$ cat config.mk
export PLATFORM = sky130hd
export DESIGN_NAME = weight_sram_arb
export DESIGN_NICKNAME = d
export VERILOG_FILES = /design/src/rtl/weight_sram_arb.sv
export SDC_FILE = /design/constraint.sdc
export NUM_CORES = 1
export LEC_CHECK = 0
export CAP_MARGIN = 20
export CORE_UTILIZATION = 30
export DETAILED_ROUTE_END_ITERATION = 10
export GPL_TIMING_DRIVEN = 0
export PLACE_DENSITY = 0.6
export REMOVE_ABC_BUFFERS = 1
export SETUP_SLACK_MARGIN = 0.2
export SYNTH_ARGS = -nofsm -noshare
export SYNTH_HDL_FRONTEND = slang
export SYNTH_SLANG_ARGS = --single-unit
$ cat constraint.sdc
create_clock -name i_clk -period 2.75 [get_ports i_clk]
set_input_delay 0.275 -clock i_clk [delete_from_list [all_inputs] [get_ports i_clk]]
set_output_delay 0.275 -clock i_clk [all_outputs]
set_load 0.05 [all_outputs]
$ cat src/rtl/weight_sram_arb.sv
`default_nettype none
// ============================================================================
// weight_sram_arb : one-write / two-read arbiter for a single-port weight SRAM
// Rev 1.0
// ============================================================================
module weight_sram_arb #(
  parameter int AW         = 16,
  parameter int DW         = 16,
  parameter int STARVE_LIM = 4
) (
  input  logic          i_clk,
  input  logic          i_rst,
  input  logic          i_wr_req,
  input  logic [AW-1:0] i_wr_addr,
  input  logic [DW-1:0] i_wr_data,
  output logic          o_wr_gnt,
  input  logic          i_rd0_req,
  input  logic [AW-1:0] i_rd0_addr,
  output logic          o_rd0_gnt,
  output logic [DW-1:0] o_rd0_data,
  output logic          o_rd0_vld,
  input  logic          i_rd1_req,
  input  logic [AW-1:0] i_rd1_addr,
  output logic          o_rd1_gnt,
  output logic [DW-1:0] o_rd1_data,
  output logic          o_rd1_vld,
  output logic          o_sram_cs,
  output logic          o_sram_we,
  output logic [AW-1:0] o_sram_addr,
  output logic [DW-1:0] o_sram_din,
  input  logic [DW-1:0] i_sram_dout,
  output logic          o_busy
);

  localparam logic [3:0] C_STARVE_LIM = 4'(STARVE_LIM);

  logic          r_rr_ptr;
  logic [3:0]    r_wait0;
  logic [3:0]    r_wait1;
  logic          w_starve0;
  logic          w_starve1;
  logic          w_gnt_wr;
  logic          w_gnt_rd0;
  logic          w_gnt_rd1;
  logic          w_any_gnt;

  logic          r_cs;
  logic          r_we;
  logic [AW-1:0] r_addr;
  logic [DW-1:0] r_din;

  logic          r_tag1_vld;
  logic          r_tag1_id;
  logic          r_tag2_vld;
  logic          r_tag2_id;
  logic [DW-1:0] r_rd0_data;
  logic [DW-1:0] r_rd1_data;
  logic          r_rd0_vld;
  logic          r_rd1_vld;

  assign w_starve0 = i_rd0_req && (r_wait0 == C_STARVE_LIM);
  assign w_starve1 = i_rd1_req && (r_wait1 == C_STARVE_LIM);

  // Starved readers beat the writer; the writer beats ordinary reads.
  always_comb begin
    w_gnt_wr  = 1'b0;
    w_gnt_rd0 = 1'b0;
    w_gnt_rd1 = 1'b0;
    if (!i_rst) begin
      if (w_starve0 && w_starve1) begin
        if (r_rr_ptr) w_gnt_rd1 = 1'b1;
        else          w_gnt_rd0 = 1'b1;
      end else if (w_starve0) begin
        w_gnt_rd0 = 1'b1;
      end else if (w_starve1) begin
        w_gnt_rd1 = 1'b1;
      end else if (i_wr_req) begin
        w_gnt_wr = 1'b1;
      end else if (i_rd0_req && i_rd1_req) begin
        if (r_rr_ptr) w_gnt_rd1 = 1'b1;
        else          w_gnt_rd0 = 1'b1;
      end else if (i_rd0_req) begin
        w_gnt_rd0 = 1'b1;
      end else if (i_rd1_req) begin
        w_gnt_rd1 = 1'b1;
      end
    end
  end

  assign w_any_gnt = w_gnt_wr | w_gnt_rd0 | w_gnt_rd1;

  always_ff @(posedge i_clk) begin
    if (i_rst) begin
      r_rr_ptr <= 1'b0;
      r_wait0  <= 4'd0;
      r_wait1  <= 4'd0;
    end else begin
      if (w_gnt_rd0)      r_rr_ptr <= 1'b1;
      else if (w_gnt_rd1) r_rr_ptr <= 1'b0;

      if (i_rd0_req && !w_gnt_rd0) begin
        if (r_wait0 != C_STARVE_LIM) r_wait0 <= r_wait0 + 4'd1;
      end else begin
        r_wait0 <= 4'd0;
      end

      if (i_rd1_req && !w_gnt_rd1) begin
        if (r_wait1 != C_STARVE_LIM) r_wait1 <= r_wait1 + 4'd1;
      end else begin
        r_wait1 <= 4'd0;
      end
    end
  end

  // Address/data hold when idle; write data only changes on a write grant.
  always_ff @(posedge i_clk) begin
    if (i_rst) begin
      r_cs   <= 1'b0;
      r_we   <= 1'b0;
      r_addr <= '0;
      r_din  <= '0;
    end else begin
      r_cs <= w_any_gnt;
      r_we <= w_gnt_wr;
      if (w_gnt_wr) begin
        r_addr <= i_wr_addr;
        r_din  <= i_wr_data;
      end else if (w_gnt_rd0) begin
        r_addr <= i_rd0_addr;
      end else if (w_gnt_rd1) begin
        r_addr <= i_rd1_addr;
      end
    end
  end

  // Tag pipeline lines up with the SRAM's one-cycle read latency.
  always_ff @(posedge i_clk) begin
    if (i_rst) begin
      r_tag1_vld <= 1'b0;
      r_tag1_id  <= 1'b0;
      r_tag2_vld <= 1'b0;
      r_tag2_id  <= 1'b0;
      r_rd0_vld  <= 1'b0;
      r_rd1_vld  <= 1'b0;
      r_rd0_data <= '0;
      r_rd1_data <= '0;
    end else begin
      r_tag1_vld <= w_gnt_rd0 | w_gnt_rd1;
      r_tag1_id  <= w_gnt_rd1;
      r_tag2_vld <= r_tag1_vld;
      r_tag2_id  <= r_tag1_id;
      r_rd0_vld  <= r_tag2_vld && !r_tag2_id;
      r_rd1_vld  <= r_tag2_vld &&  r_tag2_id;
      if (r_tag2_vld && !r_tag2_id) r_rd0_data <= i_sram_dout;
      if (r_tag2_vld &&  r_tag2_id) r_rd1_data <= i_sram_dout;
    end
  end

  assign o_wr_gnt    = w_gnt_wr;
  assign o_rd0_gnt   = w_gnt_rd0;
  assign o_rd1_gnt   = w_gnt_rd1;
  assign o_sram_cs   = r_cs;
  assign o_sram_we   = r_we;
  assign o_sram_addr = r_addr;
  assign o_sram_din  = r_din;
  assign o_rd0_data  = r_rd0_data;
  assign o_rd0_vld   = r_rd0_vld;
  assign o_rd1_data  = r_rd1_data;
  assign o_rd1_vld   = r_rd1_vld;
  assign o_busy      = r_cs | r_tag1_vld | r_tag2_vld;

endmodule
`default_nettype wire

==> summary.md, run 1 <==
| Metric | Value |
|---|---|
| Status | `complete, no violations` |
| Total CTS buffers | `9` |
| Crit start category | `primary input` |
| Dpl hpwl | `6.36 mm` |
| Cell with the most instances after synthesis | `nand2_1` |
| Sink Count | `81` |
| Flops & latches, synth | `81` |
| Simple-gate share of the synthesized area | `20.0%` |
| Die Area | `10,800 um2` |
| Top post-synthesis cells by area | `dfxtp_1 52%, nand2_1 10%, a21oi_1 6.1%` |
| Slew Limit Fails | `0` |
| Max_cap viols | `0` |
| GRT Total Usage | `17.4%` |
| Fillers | `952` |
| Crit path max-delay family | `buffers and inverters` |
| Routed WL per cell | `14.5 um` |
| Global route overflow | `0` |
| Worst Path Required | `2.48 ns` |
| Core box area | `9950 um2` |
| I/O pins | `157` |
| Detailed-routing wirelength on met1 | `4.11 mm` |
| Vias after detailed routing | `3,084` |
| CP max stage delay | `0.71 ns` |
| Slew @ Worst Pin | `0.717 ns` |
| XOR/XNOR Fraction of Synth Area | `0.840%` |
| Combinational family with the most area after synthesis | `compound AO/OA/AOI/OAI gates` |
| Pleak | `1.87 nW` |
| Setup Skew | `0.0138 ns` |
| Final net count | `593` |
| Synth warnings | `0` |
| First-pass GRT wire length | `14.9 mm` |
| Iter 0 DRT Violations | `102` |
| Synth cell types | `29` |
| Setup CP Type | `primary input to output pin` |
| Setup_tns | `0 ns` |
| Crit share post-route | `92.0%` |
| Starting Density | `31.4%` |
| Routed wire length | `9.33 mm` |
| RSZ-0062 raised after global routing | `true` |
| CTS H-tree lvls | `3` |
| # rows | `36` |
| Share of cells above drive strength 1 | `7.86%` |
| Cell taking the most area after synthesis | `dfxtp_1` |
| Maximum root-to-sink buffer count | `2` |
| Die span in x | `104 um` |
| Fin Hold WS | `0.381 ns` |
| Most used DFF post-synth | `dfxtp_1` |
| Post-Syn Instances | `349` |
| Final ANT Viol Nets | `0` |
| Post-Synth Adder-Cell Area | `2.32%` |
| Met2 WL | `4.25 mm` |
| Vias/cell | `4.80` |
| Sequential area share after synthesis | `51.8%` |
| Setup violators final | `0` |
| Async SR Flop Fraction | `0%` |
| Top layer in use | `met4` |
| Fmax | `395 MHz` |
| Multi-input gate area | `1440 um2` |
| Clock Latency Late Sink | `0.35 ns` |
| Clock transition at path regs | `0.08 ns` |
| Synth top cells by count | `84 x nand2_1, 81 x dfxtp_1, 38 x a21oi_1` |
| CTS tree | `done` |
| CP Capture Type | `output pin` |
| CP arrival | `2.26 ns` |
| Seq. cell area | `1620 um2` |
| First-pass detailed-route iteration total | `4` |
| Mapped Area | `3130 um2` |
| Buf/Inv on CP | `2` |
| Root Buffer Master | `clkbuf_8` |
| PD cells | `593 nW/um2` |
| Mux share of post-synthesis cell area | `0.320%` |
| Crit path max fanout | `6` |
| Mean Syn Cell Area | `8.96 um2` |
| Area fraction in compound gates after synthesis | `20.5%` |
| Drc violations | `0` |
| Detail Route met3 WL | `734 um` |
| Slowest CP cell | `clkdlybuf4s50_1` |
| Hold violation count in the final report | `0` |
| Final min period | `2.53 ns` |
| Total power | `3.08 mW` |
| Gpl congestion | `0.766` |
| Vias in the first global route | `3,013` |
| HP Class | `primary input to flip-flop` |
| Post-synth top area share | `51.8%` |
| VDD IR max | `0.000300 V` |
| Cts hold-fix bufs | `0` |
| Number of synthesized flops with an enable pin | `0` |
| Relative slew slack | `52.2%` |
| Die H | `104 um` |
| Initial antenna violation count | `0` |
| Area growth from synthesis to layout | `65.9%` |
| # port buffers | `156` |
| Ant diodes | `0` |
| Cell Chain, Critical Path | `clkdlybuf4s50_1 -> nand4b_1 -> maj3_2 -> a221oi_4 -> buf_6` |
| Pin count of the biggest net entering global routing | `34` |
[area by class of cell]
| cell class | instances | area share [%] |
|---|---|---|
| repair buffers | 166 | 32.0 |
| flip-flops and latches | 81 | 31.2 |
| multi-input cells | 240 | 27.8 |
| well taps | 133 | 3.21 |
| clock buffers | 10 | 2.65 |
| clock inverters | 6 | 2.65 |
| inverters | 6 | 0.434 |
[cell families after synthesis]
family	Yosys count
compound gates	92
xor+xnor	3
fa+ha+maj	6
buf+inv	30
flops	81
mux	1
simple gates	136
[state kept, by name (all words and copies together) (netlist names)]
name,cells
r_wait0,4
o_sram_cs,1
r_tag1_id,1
o_rd0_vld,1
r_tag2_vld,1
o_sram_din,16
r_rr_ptr,1
o_rd0_data,16
o_sram_we,1
o_rd1_data,16
r_tag1_vld,1
r_wait1,4
r_tag2_id,1
o_rd1_vld,1
o_sram_addr,16
[where the power goes]
group          internal, mW  total [mW]  switching [mW]  leakage, nW
Sequential             1.24        1.27          0.0344        0.663
Combinational         0.278       0.637           0.359         1.07
Clock                 0.725        1.17           0.443        0.137
Total                  2.24        3.08           0.837         1.87
[worst register-to-register path, cell delays in order, from the launching register on]
cell and delay, ns:
dfxtp_1 0.37, inv_1 0.08, ha_1 0.24, and3b_1 0.24, maj3_2 0.39, a211oi_4 0.30, buf_4 0.26, nor4_4 0.07
buf_6 0.16, a221o_1 0.29
[path summary, 6_finish.rpt]
kind / from / endpoint / slack [ns] / cells past startpoint
max: i_rd0_req / o_rd0_gnt / 0.22 / 5
min: i_rst / o_rd1_vld$_SDFF_PP0_ / 0.38 / 2
max reg2reg: r_wait0[0]$_SDFFE_PP0P_ / o_sram_addr[5]$_SDFFE_PP0P_ / 0.25 / 9
min reg2reg: r_tag1_id$_SDFF_PP0_ / r_tag2_id$_SDFF_PP0_ / 0.45 / 1
[metrics by stage]
stage | util [%] | instances | setup WS (ns) | area (um2)
global route | 52.1 | 642 | 0.137 | 5190
finish | 52.1 | 642 | 0.219 | 5190
floorplan | - | 325 | -2.65 | 3020
detailed placement | 48.6 | 620 | -0.923 | 4830
global placement | 47.7 | 614 | -5.08 | 4750
CTS | 51.8 | 641 | 0.148 | 5160
[routing by layer]
metal	vias up	track usage, %
met5	-	0
met4	0	7.96
met3	18	5.20
met2	141	29.3
met1	1405	20.2
li1	1520	-
[placed cells by master, fill, tap and decap left out, drive strengths merged]
cell,count
xnor2,3
o21ai,18
maj3,2
or2,2
nor2,7
buf,14
mux2i,1
nor2b,3
nand3b,1
nor4,1
or3,2
nand2b,20
nor3,8
ha,4
bufinv,4
inv,7
clkinv,1
nand4b,2
clkbuf,10
clkdlybuf4s50,152
a22o,16
nand3,3
a221oi,2
and2,1
dfxtp,81
nand2,84
and3b,2
a221o,16
a211oi,4
a21oi,38
[what timing repair did]
item	4_1_cts	5_1_grt
resized for setup	14	10
gates cloned	2	0
pin swaps	3	1
setup buffers	3	1
endpoints found under the setup margin	23	21
No activity file was read; power rests on OpenSTA's default activity.
==> run 2, diff against run 1 <==
- CORE_MARGIN: not set -> 2
- PLACE_DENSITY: 0.6 -> not set
- SKIP_LAST_GASP: not set -> 1
==> summary.md, run 2 (same netlist as run 1, synthesis figures left out) <==
| Metric | Value |
|---|---|
| Die H | `106 um` |
| Sink Count | `81` |
| HP Class | `primary input to flip-flop` |
| Commonest non-fill, non-tap cells in the layout | `152 x clkdlybuf4s50_1, 84 x nand2_1, 80 x dfxtp_1, 38 x a21oi_1, 20 x nand2b_1` |
| Placed cell area | `4840 um2` |
| Setup Skew | `0.00717 ns` |
| CTS H-tree lvls | `3` |
| Finished Cell Area | `5150 um2` |
| Dpl hpwl | `6.74 mm` |
| Status | `complete, no violations` |
| Global route overflow | `0` |
| Net Sw Frac | `30.2%` |
| Pleak | `1.85 nW` |
| CTS tree | `done` |
| Final ANT Viol Nets | `0` |
| Root Buffer Master | `clkbuf_8` |
| I/O pins | `157` |
| Crit share post-route | `90.0%` |
| Total CTS buffers | `9` |
| GRT Total Usage | `17.3%` |
| Core Util, Final | `50.3%` |
| First-pass detailed-route iteration total | `4` |
| Total power | `2.76 mW` |
| Maximum root-to-sink buffer count | `2` |
| Area growth from synthesis to layout | `64.6%` |
| CP max stage delay | `0.71 ns` |
| RSZ-0062 raised after global routing | `false` |
| # rows | `37` |
| Psw | `834 uW` |
| Cts hold-fix bufs | `0` |
| Post-placement cell count | `623` |
| Routed WL per cell | `15.1 um` |
| CP Capture Type | `output pin` |
| Iter 0 DRT Violations | `125` |
| Commonest non-fill, non-tap cell in the layout | `clkdlybuf4s50_1` |
| Vias/cell | `4.82` |
| # port buffers | `156` |
| Cell Chain, Critical Path | `clkdlybuf4s50_1 -> nand4b_1 -> maj3_2 -> a221oi_4 -> buf_6` |
| Clock transition at path regs | `0.08 ns` |
| Die span in x | `106 um` |
| Buf/Inv on CP | `2` |
| Die Area | `11,300 um2` |
| Worst Path Required | `2.48 ns` |
| Gpl congestion | `0.705` |
| First-pass GRT wire length | `15.2 mm` |
| Hold violation count in the final report | `0` |
| PD cells | `537 nW/um2` |
| VDD IR max | `0.000269 V` |
| Crit start category | `primary input` |
| Share of cells above drive strength 1 | `8.77%` |
| Fin Hold WS | `0.273 ns` |
| Starting Density | `30.6%` |
| Relative slew slack | `53.4%` |
| Setup CP Type | `primary input to output pin` |
| Slowest CP cell | `clkdlybuf4s50_1` |
| Drc violations | `0` |
| Final min period | `2.48 ns` |
| Seq pwr share | `46.0%` |
| Crit path max-delay family | `buffers and inverters` |
| Routed wire length | `9.82 mm` |
| Slew @ Worst Pin | `0.699 ns` |
| Combinational share of power | `23.4%` |
| Post-route insts no fill | `649` |
| Clk network pwr share | `30.6%` |
| Pint | `1.93 mW` |
| Vias in the first global route | `3,037` |
| Pin count of the biggest net entering global routing | `46` |
| Vias after detailed routing | `3,130` |
| Fmax | `404 MHz` |
| Slew Limit Fails | `0` |
| Max_cap viols | `0` |
| Initial antenna violation count | `0` |
| Ant diodes | `0` |
| Final net count | `598` |
| CP arrival | `2.20 ns` |
| Setup violators final | `0` |
| Crit path max fanout | `6` |
| Core box area | `10,200 um2` |
| Clock Latency Late Sink | `0.34 ns` |
-- run 2: path summary, 6_finish.rpt --
check             slack [ns]                            to                     from  cells after the start
setup / recovery        0.27                     o_rd0_gnt                i_rd0_req                      5
hold / removal          0.27   o_rd1_data[15]$_SDFFE_PP0P_                    i_rst                      2
setup reg to reg        0.32  o_sram_addr[14]$_SDFFE_PP0P_  r_wait1[0]$_SDFFE_PP0P_                      9
hold reg to reg         0.45          r_tag2_id$_SDFF_PP0_     r_tag1_id$_SDFF_PP0_                      1
-- run 2: repair_timing --
action,4_1_cts,5_1_grt
setup buffers,3,6
cloned,2,0
endpoints found under the setup margin,23,19
pin swaps,3,4
gates resized for setup,14,13
-- run 2: metrics by stage --
| stage | TNS, ns | setup slack (ns) |
|---|---|---|
| CTS | 0 | 0.128 |
| global route | 0 | 0.200 |
| global placement | -175.25 | -5.39 |
| detailed placement | -9.17 | -0.930 |
| floorplan | -78.63 | -2.65 |
| finish | 0 | 0.274 |
-- run 2: power by group through the flow --
stage / clock [mW] / sequential [mW] / combinational [mW]
2_1_floorplan: 0 / 1.49 / 0.128
5_1_grt: 0.921 / 1.28 / 0.682
4_1_cts: 0.872 / 1.27 / 0.640
3_5_place_dp: 0 / 1.30 / 0.627
6_report: 0.845 / 1.27 / 0.647
3_3_place_gp: 0 / 1.30 / 0.611
-- run 2: final cells by class --
cell class                      count  area, um2
Sequential cell                    81       1620
Timing Repair Buffer              171       1710
Clock inverter                      6       60.1
Inverter                            6       22.5
Fill cell                         994       5080
Tap cell                          136        170
Clock buffer                        9        124
Multi-Input combinational cell    240       1440
-- run 2: worst reg2reg max path: cells and delay by family, from the launching register on --
| kind | cells | cell delay, ns |
|---|---|---|
| fa+ha+maj | 2 | 0.60 |
| compound gates | 2 | 0.59 |
| flops | 1 | 0.36 |
| buf+inv | 3 | 0.42 |
| simple gates | 2 | 0.34 |
-- run 2: per-layer routing --
layer | up-vias | track usage [%] | part of all wire [%]
li1 | 1529 | - | -
met1 | 1455 | 20.3 | 43
met2 | 134 | 29.8 | 47
met3 | 12 | 6.13 | 8.7
met4 | 0 | 4.70 | 1.5
met5 | - | 0 | 0
==> run 3, diff against run 2 <==
- PLACE_DENSITY_LB_ADDON: not set -> 0.1
==> summary.md, run 3 (same netlist as run 1, synthesis figures left out) <==
| Metric | Value |
|---|---|
| Status | `complete, no violations` |
| Relative slew slack | `44.1%` |
| Setup_tns | `0 ns` |
| Pleak | `1.87 nW` |
| VDD IR max | `0.000250 V` |
| Worst R2R Setup Slack | `0.33 ns` |
| Area growth from synthesis to layout | `65.3%` |
| Vias in the first global route | `2,965` |
| Multi-input gate area | `1440 um2` |
| Iter 0 DRT Violations | `85` |
| Pin count of the biggest net entering global routing | `34` |
| Fillers | `972` |
| CP arrival | `2.17 ns` |
| Worst Path Required | `2.48 ns` |
| RSZ-0062 raised after global routing | `false` |
| PD cells | `566 nW/um2` |
| Vias/cell | `4.70` |
| Ant diodes | `0` |
| Vias after detailed routing | `3,045` |
| Clock transition at path regs | `0.09 ns` |
| Root Buffer Master | `clkbuf_8` |
| Final min period | `2.45 ns` |
| Share of cells above drive strength 1 | `8.98%` |
| Die H | `106 um` |
| Total power | `2.93 mW` |
| Gpl congestion | `0.745` |
| I/O pins | `157` |
| Slew @ Worst Pin | `0.838 ns` |
| Setup violators final | `0` |
| Setup CP Type | `flip-flop to output pin` |
| First-pass detailed-route iteration total | `4` |
| Crit start category | `flip-flop` |
| Dpl hpwl | `6.16 mm` |
| Maximum root-to-sink buffer count | `2` |
| Clock Latency Late Sink | `0.36 ns` |
| Commonest non-fill, non-tap cells in the layout | `151 x clkdlybuf4s50_1, 84 x nand2_1, 80 x dfxtp_1, 38 x a21oi_1, 20 x nand2b_1` |
| HP Class | `primary input to flip-flop` |
| CP max stage delay | `0.43 ns` |
| Max_cap viols | `0` |
| Total CTS buffers | `9` |
| Fmax | `409 MHz` |
| Sink Count | `81` |
| Crit path max fanout | `4` |
| Core box area | `10,200 um2` |
| Crit share post-route | `89.0%` |
| Die Area | `11,300 um2` |
| CP Capture Type | `output pin` |
| Drc violations | `0` |
| Initial antenna violation count | `0` |
| Starting Density | `30.6%` |
| Routed wire length | `9.35 mm` |
| Cts hold-fix bufs | `0` |
| First-pass GRT wire length | `14.7 mm` |
| Die span in x | `106 um` |
| Seq. cell area | `1620 um2` |
| GRT Total Usage | `16.7%` |
| Hold violation count in the final report | `0` |
| Final net count | `596` |
| CTS H-tree lvls | `3` |
| CTS tree | `done` |
| # rows | `37` |
| Cell Chain, Critical Path | `inv_1 -> ha_2 -> nand4b_1 -> maj3_2 -> a221oi_4 -> buf_6` |
| Routed WL per cell | `14.4 um` |
| Slowest CP cell | `maj3_2` |
| Slew Limit Fails | `0` |
| Setup Skew | `0.0161 ns` |
| Commonest non-fill, non-tap cell in the layout | `clkdlybuf4s50_1` |
| Global route overflow | `0` |
| # port buffers | `156` |
| Final ANT Viol Nets | `0` |
[run 3: stage by stage]
stage | instances | area (um2) | setup WS [ns] | hold WS [ns] | util [%]
6_report | 648 | 5170 | 0.302 | 0.380 | 50.5
3_3_place_gp | 617 | 4750 | -5.04 | 0.440 | 46.5
5_1_grt | 648 | 5170 | 0.200 | 0.399 | 50.5
4_1_cts | 646 | 5150 | 0.114 | 0.375 | 50.3
2_1_floorplan | 325 | 3020 | -2.65 | 0.344 | -
3_5_place_dp | 622 | 4820 | -0.895 | 0.429 | 47.1
[run 3: path summary, 6_finish.rpt]
path,cells past startpoint,endpoint,from
max,6,o_rd0_gnt,r_wait0[0]$_SDFFE_PP0P_
min,2,o_rd0_vld$_SDFF_PP0_,i_rst
max reg2reg,9,o_sram_addr[12]$_SDFFE_PP0P_,r_wait0[0]$_SDFFE_PP0P_
min reg2reg,1,r_tag2_id$_SDFF_PP0_,r_tag1_id$_SDFF_PP0_
[run 3: report_power, final]
group          total [mW]  leakage [nW]  switching, mW  internal [mW]
Combinational       0.636          1.09          0.357          0.278
Sequential           1.27         0.664         0.0347           1.24
Clock                1.02         0.120          0.452          0.568
Total                2.93          1.87          0.844           2.08
[run 3: worst max-delay path: cells and delay by family, from the launching register on]
family | cells | cell delay, ns
compound gates | 1 | 0.32
buf+inv | 2 | 0.31
flops | 1 | 0.33
fa+ha+maj | 2 | 0.64
simple gates | 1 | 0.20
[run 3: routing by layer]
layer | vias to the layer above | global-route usage (%) | part of all wire [%]
li1 | 1521 | - | -
met1 | 1401 | 19.8 | 43
met2 | 109 | 28.3 | 48
met3 | 14 | 5.09 | 7.2
met5 | - | 0 | 0
met4 | 0 | 5.92 | 1.6
[run 3: final cells by class]
class | count | area share [%]
flip-flops and latches | 81 | 31.4
inverters | 6 | 0.436
well taps | 136 | 3.29
repair buffers | 169 | 32.5
clock inverters | 5 | 1.67
multi-input cells | 240 | 27.8
clock buffers | 11 | 2.93
[run 3: repair_timing]
item,4_1_cts,5_1_grt
cloned,2,0
resized for setup,15,12
pin swaps,4,2
setup endpoints to repair,23,19
buffers inserted,6,2
